==> src/rtl/capture_pkg.sv <==
// capture_pkg: shared state encoding, trigger modes and counter width for the capture sequencer
package capture_pkg;
    localparam int CNT_WIDTH_DEF = 32;
    typedef enum logic [2:0] {
        ST_IDLE    = 3'd0,
        ST_RESET   = 3'd1,
        ST_PREFILL = 3'd2,
        ST_ARMED   = 3'd3,
        ST_CAPTURE = 3'd4,
        ST_DONE    = 3'd5
    } state_t;
    localparam logic [1:0] TRIG_RISE = 2'd0;
    localparam logic [1:0] TRIG_FALL = 2'd1;
    localparam logic [1:0] TRIG_HIGH = 2'd2;
    localparam logic [1:0] TRIG_LOW  = 2'd3;
endpackage

==> src/rtl/capture_sequencer_trig_qualifier.sv <==
// trig_qualifier: edge/level trigger decode with auto-trigger timeout
//   clk/rst_n       clock, asynchronous active-low reset
//   clear           forget the previous trigger level (start of a capture)
//   track           valid beat on which the previous trigger level is sampled
//   armed/valid     trigger window open / sample beat present
//   trig_in/mode    trigger source and mode (rise, fall, high, low)
//   timeout         clocks in the window before a forced trigger; 0 disables
//   fire            trigger beat; timeout_fire marks a beat forced only by the timeout
module trig_qualifier
    import capture_pkg::*;
#(
    parameter int CNT_WIDTH = CNT_WIDTH_DEF
) (
    input  logic                 clk,
    input  logic                 rst_n,
    input  logic                 clear,
    input  logic                 track,
    input  logic                 armed,
    input  logic                 valid,
    input  logic                 trig_in,
    input  logic [1:0]           mode,
    input  logic [CNT_WIDTH-1:0] timeout,
    output logic                 fire,
    output logic                 timeout_fire
);
    logic                 trig_prev;
    logic                 cond;
    logic                 expired;
    logic [CNT_WIDTH-1:0] to_cnt;

    always_comb begin
        cond = mode == TRIG_RISE ? !trig_prev && trig_in :
               mode == TRIG_FALL ? trig_prev && !trig_in :
               mode == TRIG_HIGH ? trig_in : !trig_in;
    end

    // the counter parks at the timeout value, so expiry stays pending until a valid beat
    assign expired      = timeout != '0 && to_cnt == timeout;
    assign fire         = armed && valid && (cond || expired);
    assign timeout_fire = armed && valid && expired && !cond;

    always_ff @(posedge clk or negedge rst_n) begin
        if (!rst_n) begin
            trig_prev <= 1'b0;
            to_cnt    <= '0;
        end else begin
            trig_prev <= clear ? 1'b0 : track ? trig_in : trig_prev;
            to_cnt    <= !armed ? '0 :
                         (to_cnt == timeout || to_cnt == '1) ? to_cnt : to_cnt + CNT_WIDTH'(1);
        end
    end
endmodule

==> src/rtl/capture_sequencer.sv <==
// capture_sequencer: sequences one pre-trigger acquisition through the capture FIFO
//   clk/rst_n                   clock, asynchronous active-low reset
//   arm/abort                   one-cycle host commands (abort wins)
//   cfg_*                       capture configuration, latched on an accepted arm
//   adc_data/adc_valid/trig_in  sample stream and trigger source
//   fifo_*                      FIFO write-port controls; fifo_wr_done is the completion flag
//   busy/done/timed_out/cfg_err/state_o  status
module capture_sequencer
    import capture_pkg::*;
#(
    parameter int DATA_WIDTH    = 10,
    parameter int DATA_PER_ADDR = 3,
    parameter int RST_CYCLES    = 4,
    parameter int CNT_WIDTH     = CNT_WIDTH_DEF
) (
    input  logic                  clk,
    input  logic                  rst_n,
    input  logic                  arm,
    input  logic                  abort,
    input  logic [CNT_WIDTH-1:0]  cfg_presamples,
    input  logic [CNT_WIDTH-1:0]  cfg_samples,
    input  logic [CNT_WIDTH-1:0]  cfg_timeout,
    input  logic [1:0]            cfg_trig_mode,
    input  logic [DATA_WIDTH-1:0] adc_data,
    input  logic                  adc_valid,
    input  logic                  trig_in,
    output logic                  fifo_rst,
    output logic [DATA_WIDTH-1:0] fifo_wr_data,
    output logic                  fifo_wr_ce,
    output logic                  fifo_wr_trigger,
    output logic [CNT_WIDTH-1:0]  fifo_number_samples,
    output logic [CNT_WIDTH-1:0]  fifo_circular_depth,
    input  logic                  fifo_wr_done,
    output logic                  busy,
    output logic                  done,
    output logic                  timed_out,
    output logic                  cfg_err,
    output logic [2:0]            state_o
);
    localparam int RW = $clog2(RST_CYCLES + 1);

    state_t               state, next_state;
    logic [RW-1:0]        rst_cnt;
    logic [CNT_WIDTH-1:0] pre_cnt;
    logic [CNT_WIDTH-1:0] timeout_q;
    logic [1:0]           mode_q;
    logic                 idle_like, cfg_ok, arm_try, accept, abort_go, gate, last_pre;
    logic                 q_fire, q_timeout_fire, trig_fire;

    assign idle_like = state == ST_IDLE || state == ST_DONE;
    assign cfg_ok    = (cfg_presamples % CNT_WIDTH'(DATA_PER_ADDR)) == '0 && cfg_samples > cfg_presamples;
    assign arm_try   = idle_like && arm && !abort;
    assign accept    = arm_try && cfg_ok;
    assign abort_go  = abort && state != ST_IDLE;
    assign gate      = (state == ST_PREFILL || state == ST_ARMED || state == ST_CAPTURE) && !abort;
    assign last_pre  = adc_valid && pre_cnt + CNT_WIDTH'(1) == fifo_circular_depth;
    assign trig_fire = q_fire && !abort;
    assign fifo_rst  = rst_cnt != '0;
    assign busy      = !idle_like;
    assign state_o   = state;

    trig_qualifier #(.CNT_WIDTH(CNT_WIDTH)) u_trig (
        .clk          (clk),
        .rst_n        (rst_n),
        .clear        (state == ST_RESET),
        .track        (adc_valid && (state == ST_PREFILL || state == ST_ARMED)),
        .armed        (state == ST_ARMED),
        .valid        (adc_valid),
        .trig_in      (trig_in),
        .mode         (mode_q),
        .timeout      (timeout_q),
        .fire         (q_fire),
        .timeout_fire (q_timeout_fire)
    );

    always_comb begin
        next_state = state;
        if (abort_go) next_state = ST_IDLE;
        else case (state)
            ST_IDLE, ST_DONE: if (accept) next_state = ST_RESET;
            ST_RESET:   if (rst_cnt == RW'(1)) next_state = fifo_circular_depth == '0 ? ST_ARMED : ST_PREFILL;
            ST_PREFILL: if (last_pre) next_state = ST_ARMED;
            ST_ARMED:   if (trig_fire) next_state = ST_CAPTURE;
            ST_CAPTURE: if (fifo_wr_done) next_state = ST_DONE;
            default:    next_state = ST_IDLE;
        endcase
    end

    always_ff @(posedge clk or negedge rst_n) begin
        if (!rst_n) begin
            state               <= ST_IDLE;
            rst_cnt             <= '0;
            pre_cnt             <= '0;
            timeout_q           <= '0;
            mode_q              <= '0;
            fifo_wr_data        <= '0;
            fifo_wr_ce          <= 1'b0;
            fifo_wr_trigger     <= 1'b0;
            fifo_number_samples <= '0;
            fifo_circular_depth <= '0;
            done                <= 1'b0;
            timed_out           <= 1'b0;
            cfg_err             <= 1'b0;
        end else begin
            state           <= next_state;
            fifo_wr_data    <= adc_data;
            fifo_wr_ce      <= adc_valid && gate;
            fifo_wr_trigger <= trig_fire;
            // one counter times both the RESET state and the post-abort FIFO reset pulse
            rst_cnt         <= (accept || abort_go) ? RW'(RST_CYCLES) : rst_cnt != '0 ? rst_cnt - RW'(1) : rst_cnt;
            pre_cnt         <= accept ? '0 :
                               (state == ST_PREFILL && adc_valid && pre_cnt != '1) ? pre_cnt + CNT_WIDTH'(1) : pre_cnt;
            if (accept) begin
                fifo_number_samples <= cfg_samples;
                fifo_circular_depth <= cfg_presamples;
                timeout_q           <= cfg_timeout;
                mode_q              <= cfg_trig_mode;
            end
            done      <= accept ? 1'b0 : (state == ST_CAPTURE && next_state == ST_DONE) ? 1'b1 : done;
            timed_out <= accept ? 1'b0 : timed_out || (q_timeout_fire && !abort);
            cfg_err   <= accept ? 1'b0 : (arm_try && !cfg_ok) ? 1'b1 : cfg_err;
        end
    end
endmodule

==> config.mk <==
export PLATFORM = sky130hd
export DESIGN_NAME = capture_sequencer
export DESIGN_NICKNAME = d
export VERILOG_FILES = /design/src/rtl/capture_pkg.sv /design/src/rtl/capture_sequencer_trig_qualifier.sv /design/src/rtl/capture_sequencer.sv
export SDC_FILE = /design/constraint.sdc
export NUM_CORES = 1
export LEC_CHECK = 0
export ABC_AREA = 1
export CAP_MARGIN = 40
export CORE_MARGIN = 3
export CORE_UTILIZATION = 55
export DETAILED_ROUTE_END_ITERATION = 8
export MAX_ROUTING_LAYER = met4
export PLACE_DENSITY = 0.87
export SETUP_SLACK_MARGIN = 0.1
export SLEW_MARGIN = 20
export SYNTH_ARGS = -nofsm -noshare
export SYNTH_HDL_FRONTEND = slang
export SYNTH_HIERARCHICAL = 1
export SYNTH_SLANG_ARGS = --single-unit
export TNS_END_PERCENT = 20
==> constraint.sdc <==
create_clock -name clk -period 8.94 [get_ports clk]
set_clock_uncertainty 0.1 [all_clocks]
set_input_delay 1.341 -clock clk [delete_from_list [all_inputs] [get_ports clk]]
set_output_delay 1.341 -clock clk [all_outputs]
set_load 0.1 [all_outputs]
==> impl_metrics.csv, run 1 <==
group,metric,value,unit
status,status,"did not finish",
status,lastStage,"5_1_grt",
status,stop_error,"[ERROR GRT-0232] Routing congestion too high. Check the congestion heatmap in the GUI.",
synth,synth_top_family_by_area,"simple AND/OR/NAND/NOR gates",
synth,synth.top_cell.area_share,38.72,%
floorplan,num_rows,53,
synth,synth_xor_area_share,6.923,%
floorplan,start_util,56.22,%
synth,synth_simple_gate_area_share,33.46,%
floorplan,dieWidth,153.0,um
synth,synth_mux_area_share,0,%
cts,clock-root-buffer,"clkbuf_16",
placed_design,gp_congestion,0.9265,
global_route,grt_overflow,83,
synth,ys_seq_elements,184,
synth,syn_inst,1621,
floorplan,pin_count,199,
sta,crit_endpoint,"done$_DFFE_PN0P_/D",
synth,synth_area_per_cell,7.337,um2
synth,seq_area_frac_synth,38.72,%
cts,cts.sinks,184,
synth,synthAdderAreaFrac,4.103,%
synth,synth.most_common_cell,"nand2_1",
cts,h-tree-depth,4,
floorplan,die_h,153.0,um
placed_design,port_buffers,198,
synth,async_flop_share,100.0,%
placed_design,dp_hpwl,28050,um
sta,worst-ep-kind,"register input",
synth,yosys-top-cells-area,"dfrtp_1 (39%), nand2_1 (17%), inv_1 (5.5%)",
synth,syn_area,11890,um2
cts,cts_hold_buf,0,
synth,synth_compound_area_share,8.175,%
global_route,grt_max_degree,102,
cts,cts_made_buffers,17,
synth,synth_top_area_cell,"dfrtp_1",
cts,cts_buffer_depth,2,
synth,synth_ff_type,"dfrtp_1",
synth,yosys-top-cells-count,"nand2_1 (543), dfrtp_1 (184), inv_1 (175), nand3_1 (128), nor2_1 (121)",
synth,synth_fp_nets,1775,
synth,synth.distinct_cells,52,
synth,yosysWarnings,6,
synth,synth_edf_count,0,
global_route,antenna_found_initial,9,
global_route,grt_usage,79.32,%
==> through the flow <==
stage	instance area, um2	worst slack [ps]	hold WS, ps	std cells	TNS [ps]
after CTS	17240	-1195	389.9	2226	-149710
after detailed placement	15930	-2254	369.8	2173	-290020
after global placement	14320	-1218	365.7	2088	-158890
after floorplan	12010	-251.2	362.3	1621	-28740
==> per-layer routing <==
metal / overflow / global-route usage (%)
met2: 35 / 90.01
met5: - / -
met4: 32 / 73.91
met1: 11 / 78.19
met3: 5 / 70.27
==> what timing repair did <==
item / 4_1_cts
pin swaps: 40
setup endpoints to repair: 138
hold endpoints to repair: 0
gates resized for setup: 133
setup buffers: 15
cloned: 7
==> logic make-up after synthesis <==
| logic type | Yosys count |
|---|---|
| buffers and inverters | 223 |
| adder cells (fa/ha/maj) | 39 |
| flip-flops | 184 |
| XOR/XNOR | 94 |
| AO/OA/AOI/OAI | 165 |
| AND/OR/NAND/NOR | 916 |
==> run 2, diff against run 1 <==
- CORE_UTILIZATION: 55 -> 40
- MAX_ROUTING_LAYER: met4 -> not set
- PLACE_DENSITY: 0.87 -> not set
- PLACE_DENSITY_LB_ADDON: not set -> 0.15
- SETUP_SLACK_MARGIN: 0.1 -> not set
==> run 2 against run 1 <==
Effect of this change: synthesized cell count unchanged; the flow now finishes, with violations (negative setup slack); synthesized area unchanged.
==> impl_metrics.csv, run 2 <==
group,metric,value,unit
routing,drt-total-wl,37830,um
floorplan,die_area,31840,um2
synth,synth_fp_nets,1775,
synth,synth_ff_type,"dfrtp_1",
setup_path,critical_path.endpoint,"fifo_circular_depth[22]$_DFFE_PN0N_",
setup_path,critPathMostFrequentCell,"nand2_2",
pwr,leakage,0.008664,uW
pwr,ir_worst_vdd,0.3132,mV
layout,final_util,61.58,%
synth,ys_seq_elements,184,
sta,worst_pin_slew,785.7,ps
routing,drt_pre_antenna_iters,5,
cts,cts.sinks,184,
layout,final_common_cell,"nand2_1",
cts,cts.clk_slew.worst_paths,80,ps
placed_design,place_ws,-1835,ps
placed_design,gp_congestion,0.8796,
setup_path,cp_num_buf_inv,12,
routing,via_per_inst,5.100,
pwr,p_per_area,326.1,nW/um2
global_route,grt_overflow,0,
placed_design,placed_cells,2286,
synth,async_flop_share,100.0,%
sta,finalCritPeriodShare,114.7,%
floorplan,dieWidth,178.4,um
setup_path,cp_max_fo,6,
setup_path,r2r_start,"pre_cnt[0]$_DFFE_PN0P_",
setup_path,critPathCaptureType,"register",
floorplan,start_util,40.99,%
layout,drive_above_1_share,21.11,%
job,maxCapViolations,0,
status,status,"complete, but fails checks",
synth,synth_area_per_cell,7.337,um2
sta,fin_hold_ws,384.0,ps
setup_path,startpoint,"cfg_presamples[30]",
worst_hold_path,worst_hold_path_type,"register to register",
routing,drt_drc_violations_left,0,
layout,nets,2102,
layout,regArea,4604,um2
floorplan,core,29010,um2
setup_path,path_class,"input port to register",
status,violations,"negative setup slack",
synth,synth.distinct_cells,52,
cts,insertion_delay,430,ps
sta,setup_ws,-1310,ps
layout,layout_common_cells,"nand2_1 (474), clkdlybuf4s50_1 (192), dfrtp_1 (184)",
global_route,grt_pass1_vias,11660,
placed_design,port_buffers,198,
layout,multi_input_area,7003,um2
global_route,grt_max_degree,93,
setup_path,crit_cells,89,
setup_path,reg2reg_depth,27,
setup_path,required,9160,ps
sta,fin_crit,10250,ps
layout,fin_cells,2345,
synth,yosysWarnings,6,
synth,synth_edf_count,0,
cts,clock-root-buffer,"clkbuf_16",
layout,nFillCells,2444,
floorplan,num_rows,62,
placed_design,dp_hpwl,27020,um
routing,drt-wirelength-per-cell,16.13,um
synth,synth.most_common_cell,"nand2_1",
setup_path,timing.rr.end,"done$_DFFE_PN0P_",
setup_path,cpMaxStageDelayCell,"nand4_1",
synth,syn_inst,1621,
floorplan,die_h,178.4,um
floorplan,pin_count,199,
synth,synth_top_area_cell,"dfrtp_1",
setup_path,critPathArrivalTime,10470,ps
sta,grt_setup_unrepaired,"yes",
sta,finalHoldViolations,0,
sta,slew_headroom,47.07,%
cts,cts_buffer_depth,2,
global_route,grt_usage,22.95,%
sta,setup-violations-final,138,
layout,antennaDiodeCount,0,
routing,vias,11960,
setup_path,crit_family,"simple AND/OR/NAND/NOR gates",
synth,yosys-top-cells-count,"nand2_1 (543), dfrtp_1 (184), inv_1 (175), nand3_1 (128), nor2_1 (121)",
global_route,antenna_found_initial,0,
global_route,grt_pass1_wl,59030,um
layout,areaGrowthSynthToFinish,50.24,%
cts,cts_made_buffers,17,
synth,seq_area_frac_synth,38.72,%
sta,drv_slew,0,
cts,h-tree-depth,4,
setup_path,crit_path_start_kind,"input port",
synth,syn_area,11890,um2
sta,fmax,97.56,MHz
synth,synth.top_cell.area_share,38.72,%
routing,drtIter0Drc,714,
setup_path,r2r_slack,4230,ps
cts,cts_tree,"yes",
synth,yosys-top-cells-area,"dfrtp_1 (39%), nand2_1 (17%), inv_1 (5.5%)",
setup_path,slowest_delay,270,ps
routing,drtAntennaViolNets,0,
-- run 2: cell type report --
class	count	share of cell area, %
flip-flops and latches	184	25.77
clock buffers	19	2.479
repair buffers	354	25.20
well taps	384	2.689
clock inverters	13	0.7703
multi-input cells	1214	39.19
inverters	177	3.894
-- run 2: layer usage --
metal  global-route usage, %  vias to the layer above  part of all wire (%)
li1                        -                     5884                     -
met1                   31.44                     5655                    45
met2                   36.57                      357                    46
met3                   5.194                       63                   6.3
met4                   6.201                        0                   2.1
met5                       0                        -                     0
-- run 2: what timing repair did --
item / in CTS / in global routing
setup endpoints to repair: 138 / 138
setup buffers: 14 / 10
resized for setup: 68 / 147
pin swaps: 21 / 74
gates cloned: 1 / 7
hold buffers: 0 / 0
-- run 2: cells by family (layout without fill, tap and decap cells) --
kind of cell | after synthesis | in the layout | share of synthesized area [%]
xor gates and xnor gates | 94 | 94 | 6.923
buffers and inverters | 223 | 563 | 8.627
adders and majority gates | 39 | 39 | 4.103
DFF | 184 | 184 | 38.72
and+or+nand+nor | 916 | 916 | 33.46
AOI/OAI and AO/OA | 165 | 165 | 8.175
-- run 2: worst min path at each step --
stage,from,endpoint,slack (ps),cells past startpoint
after floorplan,mode_q[1]$_DFFE_PN0N_,mode_q[1]$_DFFE_PN0N_,360,2
after global placement,fifo_number_samples[5]$_DFFE_PN0N_,fifo_number_samples[5]$_DFFE_PN0N_,370,2
after detailed placement,fifo_number_samples[1]$_DFFE_PN0N_,fifo_number_samples[1]$_DFFE_PN0N_,370,2
after CTS,fifo_number_samples[23]$_DFFE_PN0N_,fifo_number_samples[23]$_DFFE_PN0N_,390,2
after global routing,fifo_number_samples[13]$_DFFE_PN0N_,fifo_number_samples[13]$_DFFE_PN0N_,410,2
final,fifo_number_samples[23]$_DFFE_PN0N_,fifo_number_samples[23]$_DFFE_PN0N_,380,2
-- run 2: metrics by stage --
| stage | TNS, ps | total power (uW) | instance area, um2 |
|---|---|---|---|
| finish | -168280 | 5826 | 17870 |
| global route | -264530 | 6162 | 17870 |
| CTS | -109170 | 5720 | 17100 |
| detailed placement | -239170 | 4885 | 16250 |
| global placement | -161040 | 4200 | 14530 |
| floorplan | -28740 | 3515 | 12010 |
-- run 2: where the power goes --
part	leakage (uW)	internal (uW)	switching, uW
Combinational	0.00592	1390	2340
Clock	0.000278	402	363
Sequential	0.00247	1090	240
Total	0.00866	2880	2940
-- run 2: worst register-to-register path: stages, from the launching register on --
cell and delay [ps]:
dfrtp_1 390, ha_1 230, nand4_1 140, nor2_1 200, inv_1 80, nor3_1 130, inv_1 70, nor2_1 90
inv_1 60, nor3_1 260, nand2_1 130, nor3_1 270, nand2_1 120, nor3_1 170, inv_1 80, nor2_1 220
nand2_1 150, nor3_1 210, xor2_1 250, xor2_1 170, nand2_1 100, nor4_1 170, nand3_1 110, o31ai_1 270
a221oi_1 130, nand2_2 120, nand3_2 60, a21oi_2 140
(Power assumes the default switching activity.)
==> run 3, diff against run 2 <==
- CTS_CLUSTER_SIZE: not set -> 20
- SLEW_MARGIN: 20 -> not set
- clock period: 8.94 -> 9.2 ns (I/O delays scaled with it)
==> run 3 against run 2 <==
Effect of this change: the flow still finishes with violations (negative setup slack); power is 2.3% lower; design area hardly changed; highest routed layer unchanged; global-route usage is 0.20 points lower; hold slack better by 2.1 ps; critical path depth is 3 lower; combinational power is 3% lower; sequential power is 3% lower; final cell count hardly changed; sequential share of layout area hardly changed; non-clock buffer count is 1 higher.
==> impl_metrics.csv, run 3 (synthesis gave the netlist of run 2 again) <==
group,metric,value,unit
global_route,antenna_found_initial,0,
global_route,grt_max_degree,91,
cts,h-tree-depth,4,
setup_path,critPathArrivalTime,10480,ps
setup_path,crit_path_start_kind,"input port",
worst_hold_path,min_to,"fifo_number_samples[22]$_DFFE_PN0N_",
setup_path,cpMaxStageDelayCell,"nand4_1",
placed_design,gp_congestion,0.8646,
cts,cts_made_buffers,17,
status,status,"complete, but fails checks",
global_route,grt_usage,22.75,%
cts,cts.clk_slew.worst_paths,80,ps
sta,drv_slew,0,
sta,fin_setup_tns,-136020,ps
setup_path,timing.rr.end,"done$_DFFE_PN0P_",
cts,clock-root-buffer,"clkbuf_16",
job,maxCapViolations,0,
floorplan,dieWidth,178.4,um
layout,final_util,61.56,%
routing,drt-wirelength-per-cell,16.17,um
setup_path,r2r_start,"pre_cnt[0]$_DFFE_PN0P_",
routing,via_per_inst,5.147,
routing,drt-total-wl,37940,um
placed_design,dp_hpwl,26500,um
layout,nFillCells,2463,
layout,regArea,4604,um2
setup_path,slowest_delay,240,ps
layout,final_common_cell,"nand2_1",
setup_path,path_class,"input port to register",
setup_path,reg2reg_depth,22,
global_route,grt_overflow,0,
routing,drtIter0Drc,853,
setup_path,cp_max_fo,37,
global_route,grt_pass1_wl,58640,um
floorplan,num_rows,62,
routing,drtAntennaViolNets,0,
sta,setup-violations-final,138,
sta,fin_hold_ws,386.0,ps
setup_path,crit_family,"simple AND/OR/NAND/NOR gates",
pwr,p_per_area,318.6,nW/um2
routing,vias,12080,
sta,finalHoldViolations,0,
floorplan,die_area,31840,um2
worst_hold_path,worst_hold_path_type,"register to register",
sta,fmax,97.50,MHz
layout,drive_above_1_share,21.56,%
worst_hold_path,min_path_cells,2,
sta,grt_setup_unrepaired,"yes",
routing,drt_pre_antenna_iters,6,
setup_path,critPathMostFrequentCell,"nand2_2",
routing,drt_drc_violations_left,0,
sta,slew_headroom,39.80,%
pwr,leakage,0.008655,uW
sta,setup_ws,-1056,ps
layout,nets,2103,
layout,areaGrowthSynthToFinish,50.17,%
global_route,grt_pass1_vias,11540,
setup_path,r2r_slack,4640,ps
cts,insertion_delay,450,ps
pwr,ir_worst_vdd,0.4018,mV
setup_path,cp_num_buf_inv,12,
setup_path,critPathCaptureType,"register",
status,violations,"negative setup slack",
floorplan,core,29010,um2
cts,cts.sinks,184,
layout,layout_common_cells,"nand2_1 (475), clkdlybuf4s50_1 (192), dfrtp_1 (184)",
floorplan,start_util,40.99,%
worst_hold_path,worstHoldStart,"fifo_number_samples[22]$_DFFE_PN0N_",
cts,cts_buffer_depth,2,
floorplan,die_h,178.4,um
sta,worst_pin_slew,893.5,ps
sta,finalCritPeriodShare,111.5,%
layout,multi_input_area,7020,um2
cts,cts_tree,"yes",
sta,fin_crit,10260,ps
layout,antennaDiodeCount,0,
floorplan,pin_count,199,
setup_path,required,9420,ps
placed_design,port_buffers,198,
run 3: how the worst max path moves through the flow:
stage                                   from                                  end  cells after the start
final                     cfg_presamples[30]   fifo_circular_depth[6]$_DFFE_PN0N_                     86
after global routing      cfg_presamples[29]   fifo_circular_depth[6]$_DFFE_PN0N_                     90
after CTS                 cfg_presamples[31]   fifo_number_samples[4]$_DFFE_PN0N_                     79
after detailed placement  cfg_presamples[29]  fifo_number_samples[28]$_DFFE_PN0N_                     81
after global placement    cfg_presamples[30]  fifo_number_samples[22]$_DFFE_PN0N_                     86
after floorplan           cfg_presamples[30]            timeout_q[19]$_DFFE_PN0N_                     82
run 3: per-stage QoR:
stage / cells / power (uW) / area (um2) / setup slack (ps)
2_1_floorplan: 1621 / 3416 / 12010 / -30.21
3_3_place_gp: 2198 / 4079 / 14520 / -1013
3_5_place_dp: 2282 / 4734 / 16190 / -1629
4_1_cts: 2325 / 5582 / 17060 / -712.2
5_1_grt: 2346 / 6010 / 17860 / -1611
6_report: 2346 / 5690 / 17860 / -1056
run 3: worst min-delay path: stages (launching register included):
cell and delay [ps]:
dfrtp_1 350, nand2_1 50, nand2_1 60
run 3: cell type report:
class | instances | share of cell area [%]
clock buffers | 17 | 2.382
clock inverters | 15 | 1.002
inverters | 177 | 3.909
multi-input cells | 1214 | 39.31
flip-flops and latches | 184 | 25.78
well taps | 384 | 2.690
repair buffers | 355 | 24.93
run 3: report_power, final:
part           switching (uW)  internal [uW]
clock                     378            392
combinational            2280           1350
sequential                226           1060
run 3: repair_timing:
item / 4_1_cts / 5_1_grt
gates resized for setup: 72 / 154
endpoints found under the setup margin: 138 / 138
pin swaps: 40 / 88
gates cloned: 0 / 7
hold buffers: 0 / 0
endpoints found under the hold margin: 0 / 0
setup buffers: 12 / 15
run 3: routing by layer:
| metal | wire length (um) | GRT usage [%] | vias to the layer above |
|---|---|---|---|
| li1 | - | - | 5909 |
| met1 | 17300 | 31.59 | 5766 |
| met2 | 17640 | 36.17 | 340 |
| met3 | 2258 | 5.279 | 60 |
| met4 | 742 | 5.130 | 0 |
| met5 | 0 | 0 | - |
==> run 4, diff against run 3 <==
- CORE_UTILIZATION: 40 -> 45
==> run 4 against run 3 <==
Effect of this change: the flow still finishes with violations (negative setup slack); power is 1.0% lower; critical path depth is 5 lower; fmax is 2.4% lower; first-iteration DRC count is 4.2% lower; largest power group unchanged; routed wire length is 2.9% higher; critical path type unchanged; clock-buffer cell count stayed put.
==> impl_metrics.csv, run 4 (synthesis gave the netlist of run 2 again) <==
group,metric,value,unit
routing,drtIter0Drc,817,
setup_path,critical_path.endpoint,"state_o[0]$_DFF_PN0_",
floorplan,pin_count,199,
routing,vias,12140,
floorplan,core,25540,um2
sta,setup_ws,-1314,ps
setup_path,r2r_slack,4520,ps
sta,fin_hold_ws,388.8,ps
setup_path,cp_max_fo,6,
sta,fin_crit,10510,ps
layout,drive_above_1_share,23.66,%
job,maxCapViolations,0,
placed_design,gp_congestion,0.8617,
cts,cts_buffer_depth,2,
setup_path,critPathMostFrequentCell,"nand2_2",
status,status,"complete, but fails checks",
setup_path,critPathCaptureType,"register",
routing,drt-total-wl,39030,um
setup_path,path_class,"input port to register",
worst_hold_path,worst_hold_path_type,"register to register",
setup_path,required,9460,ps
routing,drt_drc_violations_left,0,
cts,clock-root-buffer,"clkbuf_16",
setup_path,cpMaxStageDelayCell,"nand4_1",
setup_path,crit_path_start_kind,"input port",
layout,nets,2123,
floorplan,start_util,46.56,%
global_route,grt_max_degree,81,
floorplan,num_rows,58,
sta,drv_slew,0,
pwr,ir_worst_vdd,0.3290,mV
floorplan,die_h,168.6,um
pwr,fin_total_pwr,5631,uW
setup_path,startpoint,"cfg_presamples[30]",
cts,cts_tree,"yes",
setup_path,timing.rr.end,"done$_DFFE_PN0P_",
sta,grt_setup_unrepaired,"yes",
setup_path,r2r_start,"pre_cnt[0]$_DFFE_PN0P_",
floorplan,die_area,28410,um2
layout,final_common_cell,"nand2_1",
global_route,grt_usage,25.02,%
worst_hold_path,worstHoldStart,"fifo_number_samples[3]$_DFFE_PN0N_",
setup_path,slowest_delay,290,ps
routing,drtAntennaViolNets,0,
routing,via_per_inst,5.252,
routing,drt-wirelength-per-cell,16.88,um
layout,fin_cells,2312,
setup_path,reg2reg_depth,22,
setup_path,critPathArrivalTime,10780,ps
cts,cts.sinks,184,
global_route,antenna_found_initial,0,
cts,cts_made_buffers,17,
sta,fin_setup_tns,-166850,ps
placed_design,place_ws,-1711,ps
pwr,p_per_area,312.4,nW/um2
sta,worst_pin_slew,740.3,ps
placed_design,dp_hpwl,26130,um
placed_design,port_buffers,198,
global_route,grt_pass1_vias,11890,
routing,drt_pre_antenna_iters,5,
pwr,leakage,0.008744,uW
sta,finalHoldViolations,0,
floorplan,dieWidth,168.6,um
layout,layout_common_cells,"nand2_1 (445), clkdlybuf4s50_1 (192), dfrtp_1 (184)",
status,violations,"negative setup slack",
sta,finalCritPeriodShare,114.3,%
sta,setup-violations-final,138,
global_route,grt_pass1_wl,58530,um
sta,slew_headroom,50.13,%
cts,insertion_delay,440,ps
layout,areaGrowthSynthToFinish,51.58,%
cts,cts.clk_slew.worst_paths,80,ps
placed_design,placed_cells,2241,
global_route,grt_overflow,0,
sta,fmax,95.11,MHz
layout,antennaDiodeCount,0,
cts,h-tree-depth,4,
-- run 4: worst min path at each step --
stage                                           to  slack, ps  cells after the start
2_1_floorplan                mode_q[1]$_DFFE_PN0N_        360                      2
3_3_place_gp    fifo_number_samples[8]$_DFFE_PN0N_        360                      2
3_5_place_dp   fifo_number_samples[21]$_DFFE_PN0N_        370                      2
4_1_cts        fifo_number_samples[10]$_DFFE_PN0N_        390                      2
5_1_grt        fifo_number_samples[30]$_DFFE_PN0N_        410                      2
6_report        fifo_number_samples[3]$_DFFE_PN0N_        390                      2
-- run 4: final cells by class --
cell class	count	area, um2
Clock buffer	17	425.4
Clock inverter	15	133.9
Fill cell	1950	7517
Inverter	177	703.2
Multi-Input combinational cell	1214	7128
Sequential cell	184	4604
Tap cell	330	412.9
Timing Repair Buffer	375	4619
-- run 4: where the power goes --
| part | total (uW) | switching [uW] | internal (uW) | leakage (uW) |
|---|---|---|---|---|
| registers | 1310 | 247 | 1060 | 0.00247 |
| logic | 3600 | 2280 | 1320 | 0.00601 |
| clock network | 723 | 365 | 358 | 0.000263 |
| total | 5630 | 2890 | 2740 | 0.00874 |
-- run 4: metal layers --
layer | track usage, % | up-vias | wire length [um]
met5 | 0 | - | 0
met3 | 4.951 | 64 | 2024
met1 | 31.26 | 5791 | 16040
met2 | 44.94 | 352 | 20060
met4 | 5.478 | 0 | 897
li1 | - | 5935 | -
-- run 4: through the flow --
stage / util (%) / area (um2)
6_report: 70.57 / 18030
5_1_grt: 70.57 / 18030
4_1_cts: 66.70 / 17040
3_5_place_dp: 63.02 / 16100
3_3_place_gp: 56.79 / 14510
2_1_floorplan: - / 12010
-- run 4: what timing repair did --
action,CTS,global route
endpoints found under the setup margin,138,138
setup buffers,16,16
resized for setup,80,197
hold buffers,0,0
gates cloned,3,7
pin swaps,50,72
-- run 4: worst max-delay path, delay by kind of cell --
family | cells | cell delay [ps]
simple gates | 47 | 4800
compound gates | 19 | 2730
fa+ha+maj | 2 | 320
buf+inv | 13 | 1490
